`src/rtl/bus_arbiter_rr_if.sv`:
```
// Bus arbitration handshake bundle between the bus masters and bus_arbiter_rr.
//   m_req_    per-master request, active-low (bit i = master i)
//   m_grnt_   per-master grant, active-low, exactly one bit low
//   owner     index of the current bus owner
//   bus_busy  high while the current owner is still requesting
// The master modport is the requester side; the slave modport is the arbiter side.
interface bus_arbiter_rr_if #(
    parameter int NUM_MASTERS = 4,
    parameter int OWNER_W     = 2
);
    logic [NUM_MASTERS-1:0] m_req_;
    logic [NUM_MASTERS-1:0] m_grnt_;
    logic [OWNER_W-1:0]     owner;
    logic                   bus_busy;

    modport master (
        output m_req_,
        input  m_grnt_,
        input  owner,
        input  bus_busy
    );

    modport slave (
        input  m_req_,
        output m_grnt_,
        output owner,
        output bus_busy
    );
endinterface

```
`src/rtl/bus_arbiter_rr.sv`:
```
// Non-preemptive round-robin arbiter for the shared system bus.
// The owner keeps the bus while its request is held low. When it releases, the
// next requester after it in rotation takes over one edge later; with no
// requester the grant stays parked on the last owner.
// Ports:
//   clk    clock
//   reset  synchronous, active-high; parks the bus on master 0
//   bus    arbitration bundle (slave side): m_req_ in, m_grnt_/owner/bus_busy out
module bus_arbiter_rr #(
    parameter int NUM_MASTERS = 4,
    parameter int OWNER_W     = 2
) (
    input  logic              clk,
    input  logic              reset,
    bus_arbiter_rr_if.slave   bus
);

    logic [OWNER_W-1:0]       owner_q;
    logic [OWNER_W-1:0]       owner_nxt;
    logic [NUM_MASTERS-1:0]   grnt_q;
    logic [NUM_MASTERS-1:0]   req_act;
    logic [2*NUM_MASTERS-1:0] req_dbl;
    logic [NUM_MASTERS-2:0]   req_rot;
    logic                     owner_legal;
    logic                     owner_req;

    // A request bit counts as released only when it is a clean 1, so an
    // unknown level never lets the current owner lose the bus by accident.
    always_comb begin
        req_act = '0;
        for (int i = 0; i < NUM_MASTERS; i++) begin
            req_act[i] = (bus.m_req_[i] !== 1'b1);
        end
    end

    // Encodings at or above NUM_MASTERS are unreachable in normal operation;
    // they are flagged here and steered back to master 0.
    always_comb begin
        owner_legal = 1'b0;
        owner_req   = 1'b0;
        for (int i = 0; i < NUM_MASTERS; i++) begin
            if (owner_q == OWNER_W'(i)) begin
                owner_legal = 1'b1;
                owner_req   = req_act[i];
            end
        end
    end

    // Doubling the request vector and shifting by owner+1 lines the other
    // masters up in rotation order: bit k-1 of req_rot is master owner+k.
    always_comb begin
        req_dbl = {req_act, req_act};
        req_rot = (NUM_MASTERS-1)'(req_dbl >> (int'(owner_q) + 1));
    end

    always_comb begin : next_owner
        logic found;
        int   cand;
        owner_nxt = owner_q;
        found     = 1'b0;
        cand      = 0;
        if (!owner_legal) begin
            owner_nxt = '0;
        end else if (!owner_req) begin
            for (int k = 1; k < NUM_MASTERS; k++) begin
                cand = int'(owner_q) + k;
                if (cand >= NUM_MASTERS) begin
                    cand = cand - NUM_MASTERS;
                end
                if (!found && req_rot[k-1]) begin
                    found     = 1'b1;
                    owner_nxt = OWNER_W'(cand);
                end
            end
        end
    end

    // Grant is decoded from the next owner so it switches on the same edge
    // as the owner register.
    always_ff @(posedge clk) begin
        if (reset) begin
            owner_q <= '0;
            grnt_q  <= {{(NUM_MASTERS-1){1'b1}}, 1'b0};
        end else begin
            owner_q <= owner_nxt;
            for (int i = 0; i < NUM_MASTERS; i++) begin
                grnt_q[i] <= (owner_nxt != OWNER_W'(i));
            end
        end
    end

    assign bus.m_grnt_  = grnt_q;
    assign bus.owner    = owner_q;
    assign bus.bus_busy = owner_req;

endmodule

```
`src/flat_wrapper.sv`:
```
// flat-port wrapper written by rule: the top's interface ports become plain ports
module bus_arbiter_rr_flat 
#(
    parameter int NUM_MASTERS = 4,
    parameter int OWNER_W     = 2
)
  (clk, reset, bus_m_req_, bus_m_grnt_, bus_owner, bus_bus_busy);
  bus_arbiter_rr_if #(.NUM_MASTERS(NUM_MASTERS), .OWNER_W(OWNER_W)) bus_i ();
  input  logic clk;
  input  logic reset;
  input wire logic [$bits(bus_i.m_req_)-1:0] bus_m_req_;
  output wire logic [$bits(bus_i.m_grnt_)-1:0] bus_m_grnt_;
  output wire logic [$bits(bus_i.owner)-1:0] bus_owner;
  output wire logic [$bits(bus_i.bus_busy)-1:0] bus_bus_busy;
  assign bus_i.m_req_ = bus_m_req_;
  assign bus_m_grnt_ = bus_i.m_grnt_;
  assign bus_owner = bus_i.owner;
  assign bus_bus_busy = bus_i.bus_busy;
  bus_arbiter_rr #(.NUM_MASTERS(NUM_MASTERS), .OWNER_W(OWNER_W)) u_core (.clk(clk), .reset(reset), .bus(bus_i));
endmodule
```
`config.mk`:
```
export PLATFORM = sky130hd
export DESIGN_NAME = bus_arbiter_rr_flat
export DESIGN_NICKNAME = d
export VERILOG_FILES = /design/src/rtl/bus_arbiter_rr_if.sv /design/src/rtl/bus_arbiter_rr.sv /design/src/flat_wrapper.sv
export SDC_FILE = /design/constraint.sdc
export NUM_CORES = 1
export LEC_CHECK = 0
export ABC_CLOCK_PERIOD_IN_PS = 7100
export CAP_MARGIN = 20
export CORE_MARGIN = 5
export CORE_UTILIZATION = 35
export DETAILED_ROUTE_END_ITERATION = 10
export GPL_ROUTABILITY_DRIVEN = 0
export GPL_TIMING_DRIVEN = 0
export SKIP_LAST_GASP = 1
export SYNTH_ARGS = -nofsm -noshare
export SYNTH_HDL_FRONTEND = slang
export SYNTH_SLANG_ARGS = --single-unit
```
`constraint.sdc`:
```
create_clock -name clk -period 7.1 [get_ports clk]
set_clock_uncertainty 0.15 [all_clocks]
set_input_delay 0.71 -clock clk [delete_from_list [all_inputs] [get_ports clk]]
set_output_delay 0.71 -clock clk [all_outputs]
set_load 0.02 [all_outputs]
```
==> impl_metrics.ini <==
[critical_path]
crit_path_end_kind = output pin
crit_end = bus_bus_busy
r2r-end = u_core.bus.m_grnt_[1]$_SDFF_PP1_
r2r_start = u_core.bus.owner[0]$_SDFF_PP0_
crit_start = bus_m_req_[0]
critical_path.max_fanout = 9
startpoint_type = input pin
reg2reg_depth = 8
r2r_slack_ns = 4.47
arrival_ns = 2.52
cp.required_ns = 6.24
worst-setup-path-type = input pin to output pin

[clock_tree]
cts_buffers = 3
cts_setup_buffers = 0
cts.clk_slew.worst_paths_ns = 0.04
clock-sinks = 6
cts-root-buf = clkbuf_4
cts_buffer_depth = 2
clock_latency_ns = 0.23
hold_buffers = 0
cts_tree = yes
cts-resized-gates = 0
htreeDepth = 1

[layout]
syn_to_final_growth_pct = 28.2
fin_area_um2 = 693
drive_gt1_share_pct = 17.8
diodes = 0
fillers = 139
nets = 86

[placed_design]
place_area_um2 = 671
place_hpwl_um = 912
portBuffers = 11

[power]
leakage_nw = 0.273
max-vdd-ir-drop_v = 0.000216
power_density_mw_per_mm2 = 447

[global_route]
grt_max_degree = 11
globalRoute.totalOverflow = 0
grt_pass1_vias = 447
grt_usage_pct = 10.3
grt_pass1_wl_um = 2060
antenna_found_initial = 0

[timing]
period_share_pct = 47.6
slew_viol_final = 0
slew_headroom_pct = 73.8
tightest_slew_ns = 0.388
finalSetupViolations = 0
clock.fmax_mhz = 296
fin_crit_ns = 3.38
rsz0062_at_grt = false
whs_ns = 0.805
setup_tns_ns = 0
hold_violations = 0

[flow_run]
cap_violations = 0

[die]
io-pin-count = 13
start_util_pct = 36.3
fp.dieArea_mm2 = 0.00243
die_width_um = 49.3
die_h_um = 49.3
core.rowCount = 14
core_area_mm2 = 0.00149

[routing]
routed_via_density = 5.45
routed_wl_um = 1170
drc = 0
wl_per_cell_um = 13.2
first_iter_violations = 7
firstDrtPassIters = 4
antenna_left = 0
vias = 485

[logic_synthesis]
syn_area_um2 = 541
synthCells = 59
yosysSeqAreaShare_pct = 22.2
ys_types = 32
synth-seq-cells = 6
synth_fp_nets = 70
syn_avg_cell_area_um2 = 9.16
yosysWarnings = 0

[status]
status = finished clean

[min_path]
hp-class = flop to flop
==> flip-flops by register name (all words and copies together) (netlist names) <==
register	cells
u_core.bus.owner	2
u_core.bus.m_grnt_	4
==> placed cells by master, fill, tap and decap left out, drive strengths merged, types with 3 or more instances in the layout <==
cell / n
clkbuf: 3
clkdlybuf4s50: 11
ha: 5
o21ai: 5
nor2: 5
inv: 4
buf: 3
dfxtp: 6
nand2: 4
==> power by group <==
part,switching (mW),internal [mW],total [mW]
Sequential,0.0129,0.0479,0.0609
Clock,0.0106,0.0190,0.0296
Combinational,0.114,0.105,0.219
Total,0.138,0.172,0.310
==> through the flow <==
stage | util (%) | worst slack, ns | total power, mW | cells
finish | 46.6 | 3.72 | 0.310 | 89
global route | 46.6 | 3.60 | 0.337 | 89
CTS | 46.6 | 3.71 | 0.314 | 89
detailed placement | 45.0 | 3.70 | 0.283 | 86
global placement | 45.0 | 3.70 | 0.282 | 86
floorplan | - | 4.56 | 0.220 | 59
==> synth_stat cells <==
| cell type | number | area, µm² |
|---|---|---|
| o31ai_4 | 1 | 21.3 |
| nor2_1 | 4 | 15.0 |
| a2111oi_4 | 1 | 27.5 |
| o211a_1 | 2 | 20.0 |
| buf_2 | 3 | 15.0 |
| a211oi_1 | 1 | 7.51 |
| or3_1 | 1 | 6.26 |
| nor2_2 | 1 | 6.26 |
| nand2b_1 | 2 | 12.5 |
| mux2_1 | 1 | 11.3 |
| a21oi_1 | 2 | 10.0 |
| nor4bb_1 | 1 | 10.0 |
| a41oi_1 | 1 | 8.76 |
| a311oi_1 | 1 | 8.76 |
| o21ai_1 | 1 | 5.00 |
| and4bb_1 | 1 | 12.5 |
| nor3_1 | 1 | 5.00 |
| or3b_1 | 2 | 17.5 |
| o221ai_2 | 1 | 15.0 |
| o211ai_1 | 1 | 7.51 |
| dfxtp_1 | 6 | 120 |
| and4b_1 | 1 | 10.0 |
| ha_1 | 5 | 62.6 |
| o21ai_0 | 4 | 20.0 |
| inv_2 | 1 | 3.75 |
| nand2_1 | 4 | 15.0 |
| nor3b_1 | 1 | 7.51 |
| nor4b_1 | 2 | 17.5 |
| nor3b_2 | 1 | 12.5 |
| nand3b_1 | 1 | 7.51 |
| inv_1 | 3 | 11.3 |
| o31a_2 | 1 | 10.0 |
==> worst min-delay path by stage <==
| stage | from | end | slack (ns) | cells past startpoint |
|---|---|---|---|---|
| global route | u_core.bus.owner[1]$_SDFF_PP0_ | u_core.bus.owner[0]$_SDFF_PP0_ | 0.88 | 4 |
| global placement | u_core.bus.owner[1]$_SDFF_PP0_ | u_core.bus.owner[0]$_SDFF_PP0_ | 0.79 | 4 |
| finish | u_core.bus.owner[1]$_SDFF_PP0_ | u_core.bus.owner[0]$_SDFF_PP0_ | 0.81 | 4 |
| CTS | u_core.bus.owner[1]$_SDFF_PP0_ | u_core.bus.owner[0]$_SDFF_PP0_ | 0.80 | 4 |
| floorplan | reset | u_core.bus.m_grnt_[0]$_SDFF_PP0_ | 0.63 | 1 |
| detailed placement | u_core.bus.owner[1]$_SDFF_PP0_ | u_core.bus.owner[0]$_SDFF_PP0_ | 0.80 | 4 |
==> layer usage <==
| metal | wire [µm] | share of wire [%] | track usage, % |
|---|---|---|---|
| met5 | 0 | 0 | 0 |
| met3 | 46 | 3.9 | 2.75 |
| met1 | 550 | 47 | 13.1 |
| met2 | 574 | 49 | 17.4 |
| met4 | 0 | 0 | 1.35 |
==> kinds of logic (layout without fill, tap and decap cells) <==
| family | after synthesis | count (layout) | synth area share, % |
|---|---|---|---|
| adder cells (fa/ha/maj) | 5 | 5 | 11.6 |
| AND/OR/NAND/NOR | 23 | 23 | 28.7 |
| multiplexers | 1 | 1 | 2.08 |
| buffers and inverters | 7 | 21 | 5.55 |
| AO/OA/AOI/OAI | 17 | 17 | 29.9 |
| flip-flops | 6 | 6 | 22.2 |
==> final cells by class <==
class | instances | area, µm² | area share, %
plain buffers | 3 | 15.0 | 2.17
repair buffers | 11 | 110 | 15.9
multi-input cells | 46 | 390 | 56.3
clock buffers | 3 | 22.5 | 3.25
flip-flops and latches | 6 | 120 | 17.3
well taps | 16 | 20.0 | 2.89
inverters | 4 | 15.0 | 2.17
==> critical path, stage by stage <==
cell and delay (ns):
clkdlybuf4s50_1 0.56, nor3b_2 0.30, a2111oi_4 0.07, nor2_2 0.22, clkdlybuf4s50_1 0.65
Note: power is estimated with default switching activity, not from simulation.
